==> src/rtl/wb_regfile_pkg.sv <==
// rtl/wb_regfile_pkg.sv - shared types and constants for the writeback/register-file stage
package wb_regfile_pkg;

  localparam int DEF_DATA_W     = 16;
  localparam int DEF_REG_ADDR_W = 3;

  // Writeback source select
  typedef enum logic [1:0] {
    WB_ALU = 2'd0,
    WB_MEM = 2'd1,
    WB_PC  = 2'd2,
    WB_NPC = 2'd3
  } wb_sel_e;

  // Condition-code bit positions within psr {N,Z,P}
  localparam int PSR_N = 2;
  localparam int PSR_Z = 1;
  localparam int PSR_P = 0;

  localparam logic [2:0] PSR_RESET = 3'b010;

  // One-hot condition code from the sign bit and a zero flag
  function automatic logic [2:0] psr_code(input logic neg, input logic zero);
    logic [2:0] code;
    code = '0;
    if (zero) begin
      code[PSR_Z] = 1'b1;
    end else if (neg) begin
      code[PSR_N] = 1'b1;
    end else begin
      code[PSR_P] = 1'b1;
    end
    return code;
  endfunction

endpackage

==> src/rtl/wb_regfile_array.sv <==
// rtl/wb_regfile_array.sv - NUM_REGS x DATA_W storage, one write port, two combinational read ports
// Ports:
//   clk_i, rst_n_i         clock, asynchronous active-low reset (clears all entries)
//   we_i, waddr_i, wdata_i write port, committed on rising clk_i
//   raddr1_i/rdata1_o      read port 1 (combinational, pre-write contents)
//   raddr2_i/rdata2_o      read port 2 (combinational, pre-write contents)
module wb_regfile_array
  import wb_regfile_pkg::*;
#(
  parameter int DATA_W = DEF_DATA_W,
  parameter int ADDR_W = DEF_REG_ADDR_W
) (
  input  logic              clk_i,
  input  logic              rst_n_i,
  input  logic              we_i,
  input  logic [ADDR_W-1:0] waddr_i,
  input  logic [DATA_W-1:0] wdata_i,
  input  logic [ADDR_W-1:0] raddr1_i,
  input  logic [ADDR_W-1:0] raddr2_i,
  output logic [DATA_W-1:0] rdata1_o,
  output logic [DATA_W-1:0] rdata2_o
);

  localparam int NUM_REGS = 2 ** ADDR_W;

  logic [DATA_W-1:0] rf_q [NUM_REGS];

  always_ff @(posedge clk_i or negedge rst_n_i) begin
    if (!rst_n_i) begin
      for (int i = 0; i < NUM_REGS; i++) begin
        rf_q[i] <= '0;
      end
    end else if (we_i) begin
      rf_q[waddr_i] <= wdata_i;
    end
  end

  assign rdata1_o = rf_q[raddr1_i];
  assign rdata2_o = rf_q[raddr2_i];

endmodule

==> src/rtl/wb_regfile_stage.sv <==
// rtl/wb_regfile_stage.sv - writeback source mux, register file with forwarding, condition codes
// Ports:
//   clock, reset            rising-edge clock, asynchronous active-low reset
//   enable_writeback        commits wb_data to rf[dr] and updates psr this cycle
//   W_control               source select (ALU, memory, PC, next PC)
//   aluout_in, memout, pcout_in, npc   candidate write data
//   dr, sr1, sr2            destination and two source register indices
//   VSR1, VSR2              registered read data (1-cycle latency)
//   psr                     registered one-hot {N,Z,P}
//   wb_data                 combinational selected write data
//   wb_valid                high the cycle after a committed write
module wb_regfile_stage
  import wb_regfile_pkg::*;
#(
  parameter int DATA_W     = DEF_DATA_W,
  parameter int REG_ADDR_W = DEF_REG_ADDR_W,
  parameter int BYPASS     = 1
) (
  input  logic                  clock,
  input  logic                  reset,
  input  logic                  enable_writeback,
  input  logic [1:0]            W_control,
  input  logic [DATA_W-1:0]     aluout_in,
  input  logic [DATA_W-1:0]     memout,
  input  logic [DATA_W-1:0]     pcout_in,
  input  logic [DATA_W-1:0]     npc,
  input  logic [REG_ADDR_W-1:0] dr,
  input  logic [REG_ADDR_W-1:0] sr1,
  input  logic [REG_ADDR_W-1:0] sr2,
  output logic [DATA_W-1:0]     VSR1,
  output logic [DATA_W-1:0]     VSR2,
  output logic [2:0]            psr,
  output logic [DATA_W-1:0]     wb_data,
  output logic                  wb_valid
);

  logic [DATA_W-1:0] rf_rd1, rf_rd2;
  logic [DATA_W-1:0] vsr1_d, vsr1_q;
  logic [DATA_W-1:0] vsr2_d, vsr2_q;
  logic [2:0]        psr_d, psr_q;
  logic              wb_valid_q;

  // Unknown selects fall to the ALU source; harmless because nothing
  // consumes wb_data unless enable_writeback is high.
  always_comb begin
    wb_data = aluout_in;
    case (wb_sel_e'(W_control))
      WB_ALU:  wb_data = aluout_in;
      WB_MEM:  wb_data = memout;
      WB_PC:   wb_data = pcout_in;
      WB_NPC:  wb_data = npc;
      default: wb_data = aluout_in;
    endcase
  end

  wb_regfile_array #(
    .DATA_W (DATA_W),
    .ADDR_W (REG_ADDR_W)
  ) u_array (
    .clk_i    (clock),
    .rst_n_i  (reset),
    .we_i     (enable_writeback),
    .waddr_i  (dr),
    .wdata_i  (wb_data),
    .raddr1_i (sr1),
    .raddr2_i (sr2),
    .rdata1_o (rf_rd1),
    .rdata2_o (rf_rd2)
  );

  // Forwarding: a read that collides with this cycle's write sees the new
  // value immediately when BYPASS is set, otherwise the array's old value.
  always_comb begin
    vsr1_d = rf_rd1;
    vsr2_d = rf_rd2;
    if ((BYPASS != 0) && enable_writeback) begin
      if (sr1 == dr) vsr1_d = wb_data;
      if (sr2 == dr) vsr2_d = wb_data;
    end
  end

  always_comb begin
    psr_d = psr_q;
    if (enable_writeback) begin
      psr_d = psr_code(wb_data[DATA_W-1], (wb_data == '0));
    end
  end

  always_ff @(posedge clock or negedge reset) begin
    if (!reset) begin
      vsr1_q     <= '0;
      vsr2_q     <= '0;
      psr_q      <= PSR_RESET;
      wb_valid_q <= 1'b0;
    end else begin
      vsr1_q     <= vsr1_d;
      vsr2_q     <= vsr2_d;
      psr_q      <= psr_d;
      wb_valid_q <= enable_writeback;
    end
  end

  assign VSR1     = vsr1_q;
  assign VSR2     = vsr2_q;
  assign psr      = psr_q;
  assign wb_valid = wb_valid_q;

endmodule
==> config.mk <==
export PLATFORM = sky130hd
export DESIGN_NAME = wb_regfile_stage
export DESIGN_NICKNAME = d
export VERILOG_FILES = /design/src/rtl/wb_regfile_pkg.sv /design/src/rtl/wb_regfile_array.sv /design/src/rtl/wb_regfile_stage.sv
export SDC_FILE = /design/constraint.sdc
export NUM_CORES = 1
export LEC_CHECK = 0
export CAP_MARGIN = 20
export CELL_PAD_IN_SITES_DETAIL_PLACEMENT = 0
export CELL_PAD_IN_SITES_GLOBAL_PLACEMENT = 1
export CORE_ASPECT_RATIO = 0.6
export CORE_MARGIN = 2
export CORE_UTILIZATION = 43
export DETAILED_ROUTE_END_ITERATION = 7
export GPL_ROUTABILITY_DRIVEN = 1
export PLACE_DENSITY_LB_ADDON = 0.1
export SYNTH_ARGS = -nofsm -noshare
export SYNTH_HDL_FRONTEND = slang
export SYNTH_SLANG_ARGS = --single-unit
==> constraint.sdc <==
create_clock -name clock -period 2.21 [get_ports clock]
set_input_delay 0.3315 -clock clock [delete_from_list [all_inputs] [get_ports clock]]
set_output_delay 0.3315 -clock clock [all_outputs]
set_load 0.005 [all_outputs]
==> results <==
- The library cell used as clock root buffer is clkbuf_16.
- The mean routed wirelength per cell is between 20 and 25 um.
- The synthesized net count is 834.
- The largest driver fanout on the critical path is 6.
- The arrival time reported for the critical path endpoint is 1.83 ns.
- The clock edge transition at the registers on the reported setup and hold paths is roughly 0.07 ns.
- The class of the worst hold path is primary input to async pin.
- Across every metal layer, demand over resource in global routing totals 25.03%.
- The fraction of met1 tracks used by global routing is 37.95%.
- The total overflow reported by the global router is 0.
- For this configuration, the core starts out at a cell density of 44.04%.
- The arithmetic-cell share of the synthesized area counting full adders, half adders and majority gates is 0%.
- The endpoint identified for the worst register-to-register timing path is VSR2[15].
- In the final layout, the multi-input gates occupy 3989 um^2.
- The count of TritonRoute iterations in the first routing pass is 5.
- The clock arrives with 0.008463 ns of skew.
- Entering global routing, the biggest net connects 56 pins.
- At the pin with the least slew margin, the transition time is roughly 0.54 ns.
- Counting I/O delays and the setup requirement, the final critical path takes between 2 and 2.5 ns.
- The reg-to-reg critical path startpoint is u_array.rf_q[15].
- The worst setup path is captured at a primary output.
- The worst register-to-register path has a setup slack of 0.76 ns.
- The internal portion of the total power is 7.030 mW.
- The relative contribution of the clock network to total power is between 30 and 40%.
- The leakage component of the power is 5.008 nW.
- Leaving out fill and tap cells, the most frequent cell in the layout is dfrtp_1.
- Averaged over all synthesized cells, the footprint is roughly 11 um^2.
- Net switching is 28.33% of the power.
- The number of global-route vias before repair is 6423.
- The initial antenna violation count was 1.
- The count of buffers added on input and output ports is 129.
- The power per cell area is about 870 nW/um^2.
- The final number of hold-violating endpoints is 0.
- Counting tap cells, the placed design contains a total of 1158 instances.
- The worst setup slack after layout is 0.04885 ns.
- Detailed routing inserted a total of 6500 vias.
- The instance count of the mapped netlist is 756.
- Summing all flip-flop and latch instances after layout gives 4105 um^2.
- The multiplexer share of the synthesized area is 25.88%.
- The headroom to the max-slew limit is 63.91%.
- The share of synthesized flip-flops with an asynchronous set or reset is 100.0%.
- The number of nets in the layout is 997.
- The HPWL after detailed placement is 17480 um.
- After Yosys synthesis, and, or, nand and nor cells account for a little under 10% of the synthesized area.
- Before CTS, the worst setup slack after placement is -0.2832 ns.
- The synthesized area is about 8400 um^2.
- Of the total power, combinational logic draws around 26%.
- Timing would allow up to 462.7 MHz.
- The wire length of the first global-routing pass is 38070 um.
- The critical path start-end classification is primary input to primary output.
- The remaining routing DRC violations is 0.
- The fraction of the cycle the final worst path needs is 97.79%.
- The layout overhead on the synthesized area is 33.43%.
- The initial DRC count is 553.
- Cells with a size suffix above 1 make up 23.39% of the layout.
- After synthesis, the largest family of logic cells by area is multiplexers.
- The global routing stage identified its most utilized layer as met1.
- Counting cells, the worst reg-to-reg path comes to 4.
- The met3 demand-to-capacity share in global routing is 7.820%.
- The synthesized design contains 164 register bits.
- The floorplan step set the die height to around 110 um.
- The leading register cell type out of synthesis is dfrtp_1.
- The worst voltage drop across the vdd grid is 538.0 uV.
- The count of nets left with antenna violations once routing finished came out at 0.
- The repair_antennas step left the layout with diodes totalling 0.
- In the layout the commonest cells are dfrtp_1, nand2_1, o21ai_0.
- For the worst-skew pair, the clock arrives at the later sink with an insertion delay of 0.43 ns.
- The global placer's final weighted congestion is 0.8004.
- At the worst endpoint, the required time is approximately 1.9 ns.
- The number of cells in the finished layout apart from fillers is roughly 1200.
- The number of buffers created by CTS is 17.
- The post-route total power is between 9 and 10 mW.
- In this run, distinct cell masters in the synthesized netlist total 34.
- STA classifies the critical path startpoint as a primary input.
- Counting the fill cells in the layout gives 1571.
- The run finished with clean final reports.
- The final layout contains routed wiring with a total length of 24260 um.
- The count of flip-flops with a built-in enable after synthesis is 0.
- The final count of negative-setup-slack endpoints is 0.
- The row count is 39.
- The count of pins over their slew limit came to 0.
- For this design the top-level I/O count stands at 130.
- During synthesis, Yosys emitted a total of 0 warnings.
- In this run the number of H-tree levels came out at 4.
- The area share of xor/xnor cells in the synthesized design is 0.6255%.
- The CTS tree is done.
- The die footprint is 20710 um^2.
- In this run the standard cell core region covers approximately 19000 um^2.
- The relative contribution of sequential cells to total power is 41.8%.
- After synthesis, flip-flops and latches occupy 48.86% of the total area.
- The clock sink count is between 150 and 200.
- In this run the deepest clock path goes through 2 buffers.
- The post-synthesis compound-gate area fraction is between 10% and 20%.
- For met2 alone, demand over resource in global routing was about a third.
- The number of max-cap violations is 0.
- The mean number of vias per cell is 5.426.
- The power dissipated by switching net loads is between 2 and 3 mW.
- The horizontal extent of the die is 184.5 um.
## power by group through the flow
stage | logic [mW] | registers [mW] | clock network (mW)
floorplan | 1.32 | 4.03 | 0
global placement | 2.42 | 4.07 | 0
detailed placement | 2.47 | 4.14 | 0
CTS | 2.49 | 4.09 | 3.25
global route | 2.75 | 4.18 | 3.40
finish | 2.50 | 4.10 | 3.21
## flip-flops by register name, indices dropped and copies added (netlist names)
name and cells:
u_array.rf_q 128, VSR1 16, VSR2 16, psr 3, wb_valid 1
## timing repair
| action | CTS | global route |
|---|---|---|
| hold buffers | 1 | 0 |
| buffers inserted | 1 | 6 |
| resized for setup | 19 | 7 |
| hold endpoints to repair | 52 | 0 |
| gates cloned | 0 | 0 |
| pin swaps | 1 | 2 |
| endpoints found under the setup margin | 16 | 8 |
## synthesized netlist by cell type, types with 2 or more instances
master | instances | area, um^2
inv_1 | 10 | 37.54
nor2_1 | 32 | 120.1
nand3_1 | 4 | 20.02
dfrtp_1 | 163 | 4079
o21ai_4 | 2 | 32.53
mux4_2 | 64 | 1441
xnor2_1 | 6 | 52.55
buf_2 | 9 | 45.04
a21oi_1 | 28 | 140.1
o21ai_0 | 133 | 665.6
nand2_2 | 3 | 18.77
mux2_4 | 6 | 90.09
nor2b_1 | 4 | 25.02
buf_6 | 2 | 22.52
inv_2 | 7 | 26.28
mux2i_1 | 53 | 530.5
o21ai_2 | 4 | 35.03
mux2_2 | 10 | 112.6
nand4_1 | 5 | 31.28
nand2_1 | 150 | 563.0
clkbuf_1 | 48 | 180.2
## worst max-delay path by stage
stage / start / to / slack [ns] / depth (start not counted)
CTS: npc[6] / wb_data[6] / 0.02 / 6
detailed placement: W_control[1] / psr[0] / -0.28 / 8
global route: npc[11] / wb_data[11] / -0.004 / 5
global placement: W_control[1] / psr[0] / -0.27 / 8
finish: npc[11] / wb_data[11] / 0.05 / 5
floorplan: W_control[0] / psr[0] / 0.29 / 8
## logic make-up after synthesis
logic type | after synthesis
AO/OA/AOI/OAI | 170
buffers and inverters | 80
flip-flops | 164
multiplexers | 133
XOR/XNOR | 6
AND/OR/NAND/NOR | 203
## metal layers
metal | vias to the layer above | part of all wire [%]
met5 | - | 0
met4 | 0 | 1.1
met3 | 21 | 9.1
met2 | 266 | 42
met1 | 3210 | 48
li1 | 3003 | -
## area by class of cell
type	instances	share of cell area, %
Tap cell	266	2.969
Clock buffer	18	3.917
Multi-Input combinational cell	512	35.58
Clock inverter	14	1.775
Timing Repair Buffer	206	18.49
Inverter	18	0.6473
Sequential cell	164	36.62
## metrics by stage
step	instance area, um^2	TNS [ns]	hold slack [ns]	utilization (%)
after floorplan	8402	0	0.03591	-
final	11210	0	0.4178	58.76
after global placement	10460	-2.644	0.3198	54.84
after global routing	11210	-0.003856	0.4729	58.76
after CTS	11140	0	0.4387	58.38
after detailed placement	10460	-2.888	0.3283	54.84
## critical path: stages
cell             delay (ns)
clkdlybuf4s50_1        0.42
mux2_4                 0.28
o21ai_4                0.24
inv_2                  0.09
clkdlybuf4s50_1        0.48
Power figures use the tool's default switching activity.
